--- config.mk ---
export PLATFORM = sky130hd
export DESIGN_NAME = sdc_wr_blk_seq
export DESIGN_NICKNAME = d
export VERILOG_FILES = /design/src/rtl/sdc_pkg.sv /design/src/rtl/sdc_busy_tmo.sv /design/src/rtl/sdc_wr_blk_seq.sv
export SDC_FILE = /design/constraint.sdc
export NUM_CORES = 1
export LEC_CHECK = 0
export CORE_UTILIZATION = 43
export DETAILED_ROUTE_END_ITERATION = 16
export PLACE_DENSITY = 0.74
export SLEW_MARGIN = 30
export SYNTH_ARGS = -nofsm -noshare
export SYNTH_HDL_FRONTEND = slang
export SYNTH_SLANG_ARGS = --single-unit
--- constraint.sdc ---
create_clock -name sd_clk -period 5.31 [get_ports sd_clk]
set_input_delay 1.062 -clock sd_clk [delete_from_list [all_inputs] [get_ports sd_clk]]
set_output_delay 1.062 -clock sd_clk [all_outputs]
set_load 0.1 [all_outputs]
--- src/rtl/sdc_pkg.sv ---
// Shared types and timing constants for the SD write-path sequencers.
package sdc_pkg;

  typedef enum logic [2:0] {
    ST_IDLE,
    ST_LOAD,
    ST_START,
    ST_XFER,
    ST_SETTLE,
    ST_WAIT_BUSY,
    ST_GAP,
    ST_FIN
  } wr_seq_state_t;

  localparam int unsigned WRDS_PER_BLK_DFLT = 64;
  localparam int unsigned SETTLE_CLKS_DFLT  = 4;
  localparam int unsigned GAP_CLKS_DFLT     = 8;
  localparam int unsigned GAP_CLKS_MIN      = 2;
  localparam int unsigned BUSY_TMO_W        = 24;

endpackage

--- src/rtl/sdc_busy_tmo.sv ---
// Loadable down-counter; expire pulses on the last cycle of a loaded interval.
module sdc_busy_tmo #(
  parameter int unsigned W = 24
) (
  input  logic         sd_clk,
  input  logic         reset,
  input  logic         load,
  input  logic         clr,
  input  logic [W-1:0] load_val,
  output logic         expire
);

  logic [W-1:0] cnt;
  logic         running;

  // A load of N yields exactly N cycles of running, expire on the Nth.
  assign expire = running && (cnt == W'(1));

  always_ff @(posedge sd_clk) begin
    if (reset) begin
      cnt     <= '0;
      running <= 1'b0;
    end else if (load) begin
      cnt     <= load_val;
      running <= (load_val != '0);
    end else if (clr || expire) begin
      running <= 1'b0;
    end else if (running) begin
      cnt <= cnt - W'(1);
    end
  end

endmodule

--- src/rtl/sdc_wr_blk_seq.sv ---
// Multi-block SD write sequencer: per-block sender start, RAM address stepping,
// busy wait with timeout, inter-block gap and abort handling.
module sdc_wr_blk_seq
  import sdc_pkg::*;
#(
  parameter int unsigned            AW           = 16,
  parameter int unsigned            WRDS_PER_BLK = WRDS_PER_BLK_DFLT,
  parameter int unsigned            GAP_CLKS     = GAP_CLKS_DFLT,
  parameter logic [BUSY_TMO_W-1:0]  BUSY_TMO     = 24'hFFFFFF,
  parameter int unsigned            SETTLE_CLKS  = SETTLE_CLKS_DFLT
) (
  input  logic          sd_clk,
  input  logic          reset,
  input  logic          start_strb,
  input  logic [15:0]   blk_cnt,
  input  logic [AW-1:0] base_addr,
  input  logic          abort_strb,
  output logic          strt_snd_data_strb,
  input  logic          new_dat_strb,
  input  logic          dat_tf_done,
  input  logic          wr_busy,
  output logic [AW-1:0] sm_rd_addr,
  output logic          sm_rd_en,
  output logic          busy,
  output logic [15:0]   blks_done,
  output logic          done_strb,
  output logic          err_tmo
);

  localparam int unsigned IC_W = $clog2(WRDS_PER_BLK + 1);
  localparam logic [IC_W-1:0] INC_MAX = IC_W'(WRDS_PER_BLK);
  localparam logic [BUSY_TMO_W-1:0] SETTLE_LD =
    BUSY_TMO_W'((SETTLE_CLKS == 0) ? 1 : SETTLE_CLKS);
  localparam logic [BUSY_TMO_W-1:0] GAP_LD =
    BUSY_TMO_W'((GAP_CLKS < GAP_CLKS_MIN) ? GAP_CLKS_MIN : GAP_CLKS);

  wr_seq_state_t st, nxt;

  logic [15:0]           cnt_lat;
  logic                  abort_pend;
  logic                  zero_done;
  logic [1:0]            strt_dly;
  logic [IC_W-1:0]       inc_cnt;
  logic                  tmr_ld;
  logic                  tmr_clr;
  logic [BUSY_TMO_W-1:0] tmr_val;
  logic                  tmr_exp;
  logic                  blk_last;

  sdc_busy_tmo #(.W(BUSY_TMO_W)) u_tmr (
    .sd_clk   (sd_clk),
    .reset    (reset),
    .load     (tmr_ld),
    .clr      (tmr_clr),
    .load_val (tmr_val),
    .expire   (tmr_exp)
  );

  assign strt_snd_data_strb = (st == ST_START);
  assign sm_rd_en           = (st inside {ST_LOAD, ST_START, ST_XFER});
  assign busy               = (st != ST_IDLE);
  assign done_strb          = (st == ST_FIN) || zero_done;
  assign blk_last           = abort_strb || abort_pend || (blks_done == cnt_lat);

  always_ff @(posedge sd_clk) begin
    if (reset) st <= ST_IDLE;
    else       st <= nxt;
  end

  always_comb begin
    nxt     = st;
    tmr_ld  = 1'b0;
    tmr_clr = 1'b0;
    tmr_val = '0;
    unique case (st)
      ST_IDLE:   if (start_strb && (blk_cnt != '0)) nxt = ST_LOAD;
      ST_LOAD:   nxt = abort_strb ? ST_FIN : ST_START;
      ST_START:  nxt = abort_strb ? ST_FIN : ST_XFER;
      ST_XFER: begin
        if (dat_tf_done) begin
          nxt     = ST_SETTLE;
          tmr_ld  = 1'b1;
          tmr_val = SETTLE_LD;
        end
      end
      ST_SETTLE: begin
        if (tmr_exp) begin
          nxt     = ST_WAIT_BUSY;
          tmr_ld  = 1'b1;
          tmr_val = BUSY_TMO;
        end
      end
      ST_WAIT_BUSY: begin
        // Busy release wins over a same-cycle timeout.
        if (!wr_busy) begin
          tmr_clr = 1'b1;
          if (blk_last) begin
            nxt = ST_FIN;
          end else begin
            nxt     = ST_GAP;
            tmr_ld  = 1'b1;
            tmr_val = GAP_LD;
          end
        end else if (tmr_exp) begin
          nxt = ST_FIN;
        end
      end
      ST_GAP: begin
        if (abort_strb) begin
          nxt     = ST_FIN;
          tmr_clr = 1'b1;
        end else if (tmr_exp) begin
          nxt = ST_LOAD;
        end
      end
      ST_FIN:    nxt = ST_IDLE;
      default:   nxt = ST_IDLE;
    endcase
  end

  always_ff @(posedge sd_clk) begin
    if (reset) begin
      cnt_lat    <= '0;
      blks_done  <= '0;
      err_tmo    <= 1'b0;
      sm_rd_addr <= '0;
      abort_pend <= 1'b0;
      zero_done  <= 1'b0;
      strt_dly   <= '0;
      inc_cnt    <= '0;
    end else begin
      zero_done <= (st == ST_IDLE) && start_strb && (blk_cnt == '0);
      strt_dly  <= {strt_dly[0], strt_snd_data_strb};

      if ((st == ST_IDLE) && start_strb) begin
        cnt_lat    <= blk_cnt;
        blks_done  <= '0;
        err_tmo    <= 1'b0;
        sm_rd_addr <= base_addr;
        abort_pend <= 1'b0;
      end

      // Word 0 is captured two cycles after our own start strobe; later words on new_dat_strb.
      if (st == ST_START) begin
        inc_cnt <= '0;
      end else if ((st == ST_XFER) && (strt_dly[1] || new_dat_strb) && (inc_cnt < INC_MAX)) begin
        sm_rd_addr <= sm_rd_addr + AW'(1);
        inc_cnt    <= inc_cnt + IC_W'(1);
      end

      if ((st == ST_XFER) && dat_tf_done)
        blks_done <= blks_done + 16'd1;

      if (abort_strb && (st inside {ST_XFER, ST_SETTLE, ST_WAIT_BUSY}))
        abort_pend <= 1'b1;

      if ((st == ST_WAIT_BUSY) && wr_busy && tmr_exp)
        err_tmo <= 1'b1;
    end
  end

endmodule

After elaboration in Yosys (flattened, before gate mapping)
Index checks and enable logic that the tools add are counted.
{"block": "word_totals", "wordCells": 98, "in_bits": 39, "output_inout_bits": 37, "register_bits": 88}
{"block": "classes", "order_cmp": 1, "n_mux": 37, "n_reduce_logical": 30, "n_eq_ne": 15, "n_addsub": 4}
{"cell": "$mux W24", "count": 4}
{"cell": "$mux W16", "count": 5}
{"cell": "$pmux W24 S3", "count": 1}
{"cell": "$add A16 B1 Y16 const B", "count": 2}
{"cell": "$mux W3", "count": 10}
{"cell": "$eq A24 B1 Y1 const B", "count": 1}
{"cell": "$pmux W3 S8", "count": 1}
{"cell": "$reduce_bool A24 Y1", "count": 1}
{"cell": "$sub A24 B1 Y24 const B", "count": 1}
{"cell": "$eq A16 B16 Y1", "count": 1}
{"cell": "$logic_not A16 Y1", "count": 1}
{"cell": "$reduce_bool A16 Y1", "count": 1}
{"cell": "$eq A3 B3 Y1 const B", "count": 4}
{"cell": "$mux W1", "count": 12}
{"cell": "$logic_and A1 B1 Y1", "count": 10}
{"cell": "$reduce_bool A2 Y1", "count": 5}
{"cell": "$reduce_bool A3 Y1", "count": 3}
{"cell": "$mux W4", "count": 2}
{"cell": "$ne A2 B2 Y1 const B", "count": 4}
{"cell": "$add A7 B1 Y7 const B", "count": 1}
{"cell": "$lt A7 B7 Y1 const B", "count": 1}
{"cell": "$eq A3 B2 Y1 const B", "count": 2}
{"cell": "$ne A3 B3 Y1 const B", "count": 2}
{"cell": "$logic_or A1 B1 Y1", "count": 5}
{"cell": "other kinds (7)", "count": 7}

Depth between registers and ports, before layout
Gate-level depths: netlist of the first run.
{"block": "depth", "word_depth": 7, "depth_mapped": 8, "mapped_depth_nobuf": 7}

Modules after synthesis
From an unflattened synthesis of the first run, not the netlist that was laid out.
{"block": "hier_totals", "cells_unflattened": 587, "area_unflattened_um2": 4772.1}
{"module": "sdc_wr_blk_seq", "area_each_um2": 3296.9, "cells_each": 412, "instances": 1}
{"module": "sdc_busy_tmo", "area_each_um2": 1475.2, "cells_each": 175, "instances": 1}

Least setup slack after synthesis of the first run
OpenSTA, ideal clock, no wires.
{"block": "synth_path", "path_type": "register -> output", "start": "register st[1]", "end": "output port sm_rd_en", "required_ns": 4.248, "arrival_ns": 1.892, "setup_slack_ns": 2.356, "n_path_buf": 1, "path_stages_with_launch": 4, "path_cell_list": "dfxtp_1 > buf_2 > nor2_1 > nor2_1"}
{"block": "synth_between", "elab_chain_cells": 2}
{"item": "start: declaration", "line_no": "sdc_wr_blk_seq.sv:37", "text": "wr_seq_state_t st, nxt;"}
{"item": "start signal: assignment", "line_no": "sdc_wr_blk_seq.sv:67", "text": "else st <= nxt;"}
{"item": "$eq A3 B1 Y1 or $eq A3 B2 Y1 (tied branches)", "line_no": "sdc_wr_blk_seq.sv:60", "text": "assign sm_rd_en = (st inside {ST_LOAD, ST_START, ST_XFER});"}
{"item": "$reduce_bool A3 Y1 (*)", "line_no": "sdc_wr_blk_seq.sv:60"}
{"item": "end: declaration", "line_no": "sdc_wr_blk_seq.sv:23", "text": "output logic sm_rd_en,"}
Every way passes the cells marked *; elsewhere a longest branch is shown, timed or not.

Worst setup path after layout of the first run
{"block": "layout_path", "start": "register st[1]", "end": "output port busy"}
{"block": "layout_between", "elab_chain_cells": 1}
{"item": "$reduce_bool A3 Y1", "line_no": "sdc_wr_blk_seq.sv:61", "text": "assign busy = (st != ST_IDLE);"}
{"item": "end: declaration", "line_no": "sdc_wr_blk_seq.sv:24", "text": "output logic busy,"}
No other way between the ends.

==> impl_metrics.csv, run 1 <==
group,metric,value,unit
hold_path,hp-start,"strt_dly[0]$_SDFF_PP0_",
synthesis,syn-num-nets,584,
worst_setup_path,ff2ff_setup_slack,2250,ps
synthesis,synth-seq-area-share,40.3,%
sta,hold_viol,0,
clock_tree,clock_sinks,88,
global_routing,antenna_found_initial,0,
floorplan,start_util,44.5,%
floorplan,coreArea,9820,um2
floorplan,die_h,103,um
hold_path,hold_end,"strt_dly[1]$_SDFF_PP0_",
worst_setup_path,path_class,"reg -> out",
global_routing,grt_max_degree,67,
clock_tree,cts_made_buffers,9,
sta,period_minus_slack,3440,ps
drt,wl_met1,5120,um
synthesis,yosysMostFrequentCell,"dfxtp_1",
sta,tightestPinTransition,999,ps
worst_setup_path,end_kind,"output port",
layout,area_growth,22.7,%
layout,regArea,1760,um2
sta,slew_headroom,33.2,%
global_routing,first_global_vias,3681,
floorplan,top_level_ports,76,
drt,vias,4178,
layout,final_core_util,54.7,%
worst_setup_path,r2r_start,"u_tmr.cnt[5]$_SDFFE_PP0P_",
clock_tree,insertion_delay,370,ps
synthesis,ys_ff_latch,88,
worst_setup_path,startpoint_type,"flop",
synthesis,synth-edff-count,0,
drt,drtAntennaViolNets,0,
synthesis,synth.top_cells.by_area,"dfxtp_1, nand2_1, a21oi_1",
drt,drtIter0Drc,175,
worst_setup_path,critPathMaxFanout,15,
placement,place_congestion,0.833,
layout,fill_cells,957,
drt,viasPerCell,5.68,
sta,timing.final.crit_share,64.8,%
run_status,status,"finished clean",
worst_setup_path,worst_r2r_path_depth,6,
placement,hpwlAfterDp,7860,um
sta,rsz0062_at_grt,"no",
layout,fin_nets,642,
worst_setup_path,timing.rr.end,"u_tmr.cnt[3]$_SDFFE_PP0P_",
synthesis,synth_top_area_share,40.3,%
synthesis,avgSynthCellArea,8.10,um2
layout,multiInputGateArea,2460,um2
synthesis,synth_flop_cell,"dfxtp_1",
drt,routed.top_layer,"met4",
placement,io_buffer_count,75,
clock_tree,cts_root_buf,"clkbuf_8",
clock_tree,cts_hold_buf,0,
layout,final_layout_size_suffix_gt1_share,5.97,%
worst_setup_path,crit_arrival,2380,ps
pwr,power_density,459,nW/um2
synthesis,synth_commonest_cells,"dfxtp_1, nand2_1, a21oi_1, nor2_1",
worst_setup_path,cp_data_required_time,4250,ps
clock_tree,cts-resized-gates,0,
floorplan,row_count,36,
synthesis,syn_area,4370,um2
drt,dr_wl_met2,5200,um
global_routing,grtUsageTotal,21.5,%
sta,fmax,0.290,GHz
pwr,ir_worst_vdd,0.260,mV
layout,antenna_cells,0,
drt,wl,11200,um
clock_tree,post_cts.repair.setup_buffers,0,
clock_tree,path_clk_slew,90,ps
hold_path,min_path_cells,1,
hold_path,worstHoldPathType,"reg -> reg",
drt,post_drt_wl_per_cell,15.2,um
sta,clock_skew,13.5,ps
synthesis,netlist_instances,540,
synthesis,synth_top_area_cell,"dfxtp_1",
placement,place_inst,720,
clock_tree,htreeDepth,3,
global_routing,grt_pass1_wl,17800,um
floorplan,die_w,103,um
sta,fin_tns_setup,0,ps
drt,firstDrtPassIters,5,
pwr,p_leak,1.88,nW
clock_tree,cts_max_path_buffers,2,
clock_tree,cts_tree,"built",
sta,slew_violations,0,
layout,layout.cells.non_filler,736,
global_routing,grt.overflow.total,0,
sta,setup_viol,0,
synthesis,yosys_warnings,0,
drt,drcViolationCount,0,
synthesis,async_flop_share,0,%
synthesis,synthDistinctLibCells,53,
drt,wl_met3,685,um
job,cap_viol_max_count,0,
floorplan,dieArea,10600,um2
-- worst max path at each step --
| stage | cells after the start | endpoint | start | slack, ps |
|---|---|---|---|---|
| final | 3 | busy | st[1]$_SDFFE_PP0P_ | 1870 |
| after global routing | 3 | sm_rd_en | st[1]$_SDFFE_PP0P_ | 1750 |
| after CTS | 2 | strt_snd_data_strb | st[1]$_SDFFE_PP0P_ | 1860 |
| after detailed placement | 7 | blks_done[15]$_SDFFE_PP0P_ | dat_tf_done | 1910 |
| after global placement | 7 | blks_done[15]$_SDFFE_PP0P_ | dat_tf_done | 1950 |
| after floorplan | 3 | sm_rd_en | st[1]$_SDFFE_PP0P_ | 2360 |
-- logic make-up after synthesis --
group	count (synthesis)	share of synthesized area (%)
compound gates	129	19.4
mux	3	0.772
fa+ha+maj	5	1.43
buf+inv	40	3.75
flops	88	40.3
xor+xnor	35	7.01
simple gates	240	27.4
-- where the power goes --
part / internal, mW / total [mW] / switching, mW
combinational: 0.358 / 1.15 / 0.789
sequential: 0.762 / 0.886 / 0.124
clock: 0.173 / 0.430 / 0.257
-- layer usage --
layer	vias to the layer above	track usage (%)
li1	2083	-
met1	1962	29.6
met2	117	34.1
met3	16	3.19
met4	0	7.91
met5	-	0
-- critical path: stages, from the launching register on --
cell	delay, ps
dfxtp_1	600
nor3_1	160
inv_1	100
clkdlybuf4s50_1	1150
-- per-stage QoR --
| step | total power [mW] | cell area [um2] | setup WS (ps) | hold WS, ps |
|---|---|---|---|---|
| detailed placement | 2.04 | 5190 | 1910 | 426 |
| floorplan | 1.78 | 4370 | 2360 | 414 |
| global route | 2.61 | 5370 | 1750 | 480 |
| global placement | 2.01 | 5180 | 1950 | 425 |
| finish | 2.46 | 5370 | 1870 | 447 |
| CTS | 2.47 | 5370 | 1860 | 449 |
-- final cells by class --
class	instances	area share, %
multi-input cells	412	45.8
flip-flops and latches	88	32.8
repair buffers	79	14.4
well taps	133	3.10
clock buffers	9	2.31
clock inverters	7	1.00
inverters	8	0.559
-- sequential cells by signal, indices dropped and copies added, names as in the netlist --
signal	cells
u_tmr.cnt	24
zero_done	1
cnt_lat	16
inc_cnt	7
blks_done	16
u_tmr.running	1
strt_dly	2
abort_pend	1
sm_rd_addr	16
st	3
err_tmo	1
-- placed cells by master, fill, tap and decap left out, types with 15 or more instances in the layout --
master,n
a21oi_1,50
o21ai_0,15
nor2_1,50
nor4_1,18
dfxtp_1,88
clkdlybuf4s50_1,74
nand3_1,16
nand2_1,67
xor2_1,27
nor3_1,27
Note: power is estimated with default switching activity, not from simulation.
==> run 2: changes to the inputs <==
==> constraint.sdc (replaced) <==
create_clock -name sd_clk -period 3.4 [get_ports sd_clk]
set_input_delay 0.68 -clock sd_clk [delete_from_list [all_inputs] [get_ports sd_clk]]
set_output_delay 0.68 -clock sd_clk [all_outputs]
set_load 0.1 [all_outputs]
==> run 2 against run 1 <==
Against the previous run: setup slack got worse by 1200 ps; clock skew decreased by 4.3 ps; via count decreased by 0.50%; global-route usage about the same; wire length decreased by 1.3%; first-iteration DRC count decreased by 14%; final cell count increased by 0.68%; hold slack got worse by 2.7 ps; combinational power increased by 56%; die area unchanged; critical path depth increased by 3.
==> impl_metrics.csv, run 2 (same netlist as run 1, synthesis figures left out) <==
group,metric,value,unit
run_status,status,"finished clean",
layout,area_growth,23.0,%
worst_setup_path,ff2ff_setup_slack,710,ps
clock_tree,insertion_delay,360,ps
sta,hold_viol,0,
layout,largest_reg_flops,24,
global_routing,grt_pass1_wl,17800,um
worst_setup_path,path_class,"reg -> reg",
layout,largest_register,"u_tmr.cnt",
worst_setup_path,cp_data_required_time,3660,ps
drt,drcViolationCount,0,
worst_setup_path,worst_r2r_path_depth,6,
global_routing,first_global_vias,3799,
worst_setup_path,setup.worst_path.start,"u_tmr.cnt[16]$_SDFFE_PP0P_",
floorplan,row_count,36,
placement,hpwlAfterDp,7830,um
worst_setup_path,end_kind,"flop",
layout,antenna_cells,0,
placement,place_congestion,0.836,
floorplan,dieArea,10600,um2
worst_setup_path,startpoint_type,"flop",
placement,place_inst,725,
global_routing,grt_max_degree,66,
drt,firstDrtPassIters,4,
drt,wl,11000,um
worst_setup_path,critPathMaxFanout,8,
pwr,power_density,757,nW/um2
drt,drtAntennaViolNets,0,
clock_tree,clock_sinks,88,
worst_setup_path,cp-endpoint,"u_tmr.cnt[9]$_SDFFE_PP0P_",
sta,slew_violations,0,
clock_tree,post_cts.repair.setup_buffers,0,
drt,dr_wl_met2,5320,um
global_routing,grtUsageTotal,21.4,%
global_routing,grt.overflow.total,0,
floorplan,die_w,103,um
drt,post_drt_wl_per_cell,14.9,um
sta,fmax,0.372,GHz
hold_path,worstHoldPathType,"reg -> reg",
clock_tree,path_clk_slew,90,ps
sta,clock_skew,9.20,ps
layout,layout_common_cells,"dfxtp_1, nand2_1, nor2_1, a21oi_1, buf_4",
sta,setup_viol,0,
clock_tree,cts_tree,"built",
pwr,p_leak,2.02,nW
drt,viasPerCell,5.61,
floorplan,die_h,103,um
clock_tree,cts-resized-gates,0,
clock_tree,htreeDepth,3,
worst_setup_path,timing.rr.end,"u_tmr.cnt[9]$_SDFFE_PP0P_",
layout,fin_nets,647,
clock_tree,cts_hold_buf,0,
pwr,ir_worst_vdd,0.575,mV
layout,final_layout_size_suffix_gt1_share,12.7,%
job,cap_viol_max_count,0,
worst_setup_path,crit_arrival,2950,ps
clock_tree,cts_made_buffers,9,
layout,layout.cells.non_filler,741,
worst_setup_path,r2r_start,"u_tmr.cnt[16]$_SDFFE_PP0P_",
sta,tightestPinTransition,968,ps
sta,fin_tns_setup,0,ps
layout,final_common_cell,"dfxtp_1",
clock_tree,cts_root_buf,"clkbuf_8",
placement,io_buffer_count,75,
sta,slew_headroom,35.3,%
sta,finalHoldWorstSlack,444,ps
global_routing,antenna_found_initial,0,
drt,wl_met1,5180,um
floorplan,top_level_ports,76,
layout,final_core_util,54.8,%
drt,routed.top_layer,"met4",
sta,period_minus_slack,2690,ps
drt,wl_met3,448,um
floorplan,start_util,44.5,%
sta,rsz0062_at_grt,"no",
sta,timing.final.crit_share,79.1,%
floorplan,coreArea,9820,um2
clock_tree,cts_max_path_buffers,2,
drt,drtIter0Drc,150,
drt,vias,4157,
run 2: changes by cell type in the layout (fill, tap and decap cells not counted):
| cell | before | now |
|---|---|---|
| buf_4 | 4 | 45 |
| nor4_2 | 1 | 2 |
| clkinv_2 | 1 | 0 |
| nor4_4 | 1 | 0 |
| clkinvlp_4 | 3 | 0 |
| clkdlybuf4s50_1 | 74 | 38 |
| bufinv_16 | 0 | 3 |
| inv_6 | 2 | 3 |
run 2: layout make-up:
class                   instances  area (um2)
multi-input cells             412        2450
clock buffers                   9         124
clock inverters                 7         125
fillers                       956        4440
repair buffers                 84         723
well taps                     133         166
flip-flops and latches         88        1760
inverters                       8        30.0
run 2: stage by stage:
step | total power [mW] | cell area, um2 | setup slack (ps)
after detailed placement | 3.19 | 5130 | 476
after global placement | 3.15 | 5130 | 642
final | 4.07 | 5380 | 711
after global routing | 4.30 | 5380 | 387
after CTS | 4.09 | 5380 | 719
after floorplan | 2.78 | 4370 | 828
run 2: per-layer routing:
layer	up-vias	global-route usage, %
met5	-	0
met2	91	37.1
met1	1965	27.4
met4	0	4.88
met3	6	4.27
li1	2095	-
run 2: worst max-delay path, cell delays in order, from the launching register on:
cell and delay, ps:
dfxtp_1 360, or4_4 570, or4_4 500, nor3_1 410
nand3_1 330, buf_4 270, o22ai_1 160
run 2: worst min-delay path by stage:
stage,start,to,cells after the start
floorplan,strt_dly[0]$_SDFF_PP0_,strt_dly[1]$_SDFF_PP0_,1
global placement,strt_dly[0]$_SDFF_PP0_,strt_dly[1]$_SDFF_PP0_,1
detailed placement,strt_dly[0]$_SDFF_PP0_,strt_dly[1]$_SDFF_PP0_,1
CTS,strt_dly[0]$_SDFF_PP0_,strt_dly[1]$_SDFF_PP0_,1
global route,strt_dly[0]$_SDFF_PP0_,strt_dly[1]$_SDFF_PP0_,1
finish,strt_dly[0]$_SDFF_PP0_,strt_dly[1]$_SDFF_PP0_,1
run 2: power by group:
group	internal, mW	switching [mW]
Combinational	0.568	1.22
Clock	0.498	0.399
Sequential	1.19	0.194
==> run 3: changes to the inputs <==
--- a/config.mk
+++ b/config.mk
@@ -7,7 +7,7 @@
 export LEC_CHECK = 0
 export CORE_UTILIZATION = 43
 export DETAILED_ROUTE_END_ITERATION = 16
-export PLACE_DENSITY = 0.74
+export PLACE_DENSITY = 0.77
 export SLEW_MARGIN = 30
 export SYNTH_ARGS = -nofsm -noshare
 export SYNTH_HDL_FRONTEND = slang
==> constraint.sdc (replaced) <==
create_clock -name sd_clk -period 2.27 [get_ports sd_clk]
set_input_delay 0.454 -clock sd_clk [delete_from_list [all_inputs] [get_ports sd_clk]]
set_output_delay 0.454 -clock sd_clk [all_outputs]
set_load 0.1 [all_outputs]
==> run 3 against run 2 <==
Against the previous run: power increased by 59%; die area did not move; clock power up 36%; first-iteration DRC count is 66% higher; hold slack better by 9.5 ps; sequential share of layout area shrank 2.0 points; the flow now finishes with violations (setup timing); maximum frequency is 12% higher; register-to-register slack worse by 850 ps; highest routed layer unchanged; combinational power grew 80%; via count rose by 7.0%.
==> impl_metrics.csv, run 3 (same netlist as run 1, synthesis figures left out) <==
group,metric,value,unit
layout,antenna_cells,0,
hold_path,min_path_cells,1,
clock_tree,cts_max_path_buffers,2,
sta,tightestPinTransition,699,ps
placement,post_dp_cell_area,5490,um2
layout,largest_reg_flops,24,
floorplan,start_util,44.5,%
worst_setup_path,ff2ff_setup_slack,-140,ps
floorplan,dieArea,10600,um2
layout,final_layout_size_suffix_gt1_share,23.9,%
clock_tree,cts_tree,"built",
sta,period_minus_slack,2410,ps
layout,area_growth,33.4,%
pwr,p_leak,2.25,nW
sta,layout_setup_ws,-140,ps
floorplan,top_level_ports,76,
clock_tree,path_clk_slew,90,ps
pwr,power_density,1110,nW/um2
drt,post_drt_wl_per_cell,15.7,um
drt,drtAntennaViolNets,0,
floorplan,coreArea,9820,um2
drt,drcViolationCount,0,
worst_setup_path,worst_r2r_path_depth,6,
global_routing,grt_max_degree,44,
global_routing,grt.overflow.total,0,
layout,layout.cells.non_filler,778,
worst_setup_path,startpoint_type,"flop",
clock_tree,cts_root_buf,"clkbuf_8",
sta,clock_skew,13.2,ps
clock_tree,cts_hold_buf,0,
global_routing,first_global_vias,4279,
run_status,violations,"setup timing",
layout,final_common_cell,"buf_4",
drt,firstDrtPassIters,5,
sta,fin_tns_setup,-560,ps
worst_setup_path,crit_arrival,2680,ps
global_routing,grtUsageTotal,23.7,%
placement,place_congestion,0.876,
hold_path,hold_end,"strt_dly[1]$_SDFF_PP0_",
global_routing,antenna_found_initial,0,
worst_setup_path,cpMostUsedCell,"or4_4",
clock_tree,htreeDepth,3,
run_status,status,"finished, violations left",
floorplan,die_w,103,um
global_routing,grt_pass1_wl,19800,um
hold_path,hp-start,"strt_dly[0]$_SDFF_PP0_",
drt,viasPerCell,5.71,
global_routing,grtUsageMet3,5.08,%
worst_setup_path,critPathMaxFanout,7,
placement,io_buffer_count,75,
layout,layout_common_cells,"buf_4, nand2_1, dfxtp_1",
worst_setup_path,timing.rr.end,"st[1]$_SDFFE_PP0P_",
drt,drtIter0Drc,249,
layout,largest_register,"u_tmr.cnt",
worst_setup_path,cp_data_required_time,2540,ps
worst_setup_path,critPathMaxStageDelay,530,ps
floorplan,die_h,103,um
hold_path,worstHoldPathType,"reg -> reg",
layout,fin_area,5830,um2
sta,fmax,0.415,GHz
worst_setup_path,end_kind,"flop",
sta,timing.final.crit_share,106,%
sta,setup_viol,17,
sta,hold_viol,0,
pwr,ir_worst_vdd,0.854,mV
clock_tree,cts_made_buffers,9,
worst_setup_path,path_class,"reg -> reg",
worst_setup_path,r2r_start,"u_tmr.cnt[19]$_SDFFE_PP0P_",
worst_setup_path,path_cells,"or4_4 > or4_4 > o31a_1 > a211oi_4 > a21oi_1 > a311oi_1",
placement,place_inst,759,
clock_tree,clock_sinks,88,
sta,rsz0062_at_grt,"yes",
global_routing,grt_use_met1,30.8,%
global_routing,gr-max-usage-layer,"met2",
drt,vias,4446,
sta,finalHoldWorstSlack,454,ps
floorplan,row_count,36,
clock_tree,insertion_delay,360,ps
placement,hpwlAfterDp,8570,um
global_routing,use_met2,40.7,%
pwr,total_power,6.47,mW
worst_setup_path,slowest_stage,"or4_4",
job,cap_viol_max_count,0,
drt,wl,12200,um
sta,slew_headroom,53.0,%
sta,slew_violations,0,
layout,fin_nets,684,
==> run 3: cell types whose count changed in the layout (fill, tap and decap cells not counted), moves of 2 or more <==
cell	delta
buf_4	+29
dfxtp_2	+26
buf_12	+6
dfxtp_1	-26
nand3_1	-2
a211oi_2	+6
buf_6	+3
a211oi_1	-6
clkinvlp_4	+2
nand3_2	+2
==> run 3: what timing repair did <==
action	in CTS	in global routing
cloned	0	1
pin swaps	1	12
gates resized for setup	7	16
setup endpoints to repair	7	25
setup buffers	2	0
==> run 3: report_power, final <==
part / internal [mW] / switching, mW
Sequential: 1.79 / 0.228
Clock: 0.631 / 0.589
Combinational: 1.14 / 2.09
Total: 3.56 / 2.91
==> run 3: worst max-delay path: cells and delay by family, from the launching register on <==
| family | cells | cell delay, ps |
|---|---|---|
| compound gates | 4 | 960 |
| flops | 1 | 330 |
| simple gates | 2 | 1030 |
==> run 3: final cells by class <==
| cell class | count | area (um2) |
|---|---|---|
| well taps | 133 | 166 |
| multi-input cells | 412 | 2530 |
| repair buffers | 121 | 1080 |
| fillers | 878 | 3990 |
| flip-flops and latches | 88 | 1790 |
| clock inverters | 7 | 101 |
| inverters | 8 | 30.0 |
| clock buffers | 9 | 124 |
==> run 3: worst max path at each step <==
stage	start	to	slack [ps]	cells after the start
6_report	u_tmr.cnt[19]$_SDFFE_PP0P_	st[1]$_SDFFE_PP0P_	-140	6
5_1_grt	u_tmr.cnt[19]$_SDFFE_PP0P_	st[1]$_SDFFE_PP0P_	-210	6
4_1_cts	u_tmr.cnt[19]$_SDFFE_PP0P_	st[1]$_SDFFE_PP0P_	-40	6
3_5_place_dp	u_tmr.cnt[19]$_SDFFE_PP0P_	st[1]$_SDFFE_PP0P_	-50	6
3_3_place_gp	blk_cnt[3]	st[1]$_SDFFE_PP0P_	-20	7
2_1_floorplan	u_tmr.cnt[19]$_SDFFE_PP0P_	st[1]$_SDFFE_PP0P_	-40	7
==> run 3: per-layer routing <==
metal  part of all wire, %  routed length, um
met3                   6.1                747
met2                    49               5910
met1                    44               5410
met4                  0.98                119
met5                     0                  0
==> run 3: metrics by stage <==
stage               worst slack (ps)  utilization (%)
floorplan                      -39.3                -
global placement               -19.1             55.9
detailed placement             -47.7             55.9
CTS                            -36.4             58.7
global route                    -205             59.4
finish                          -140             59.4
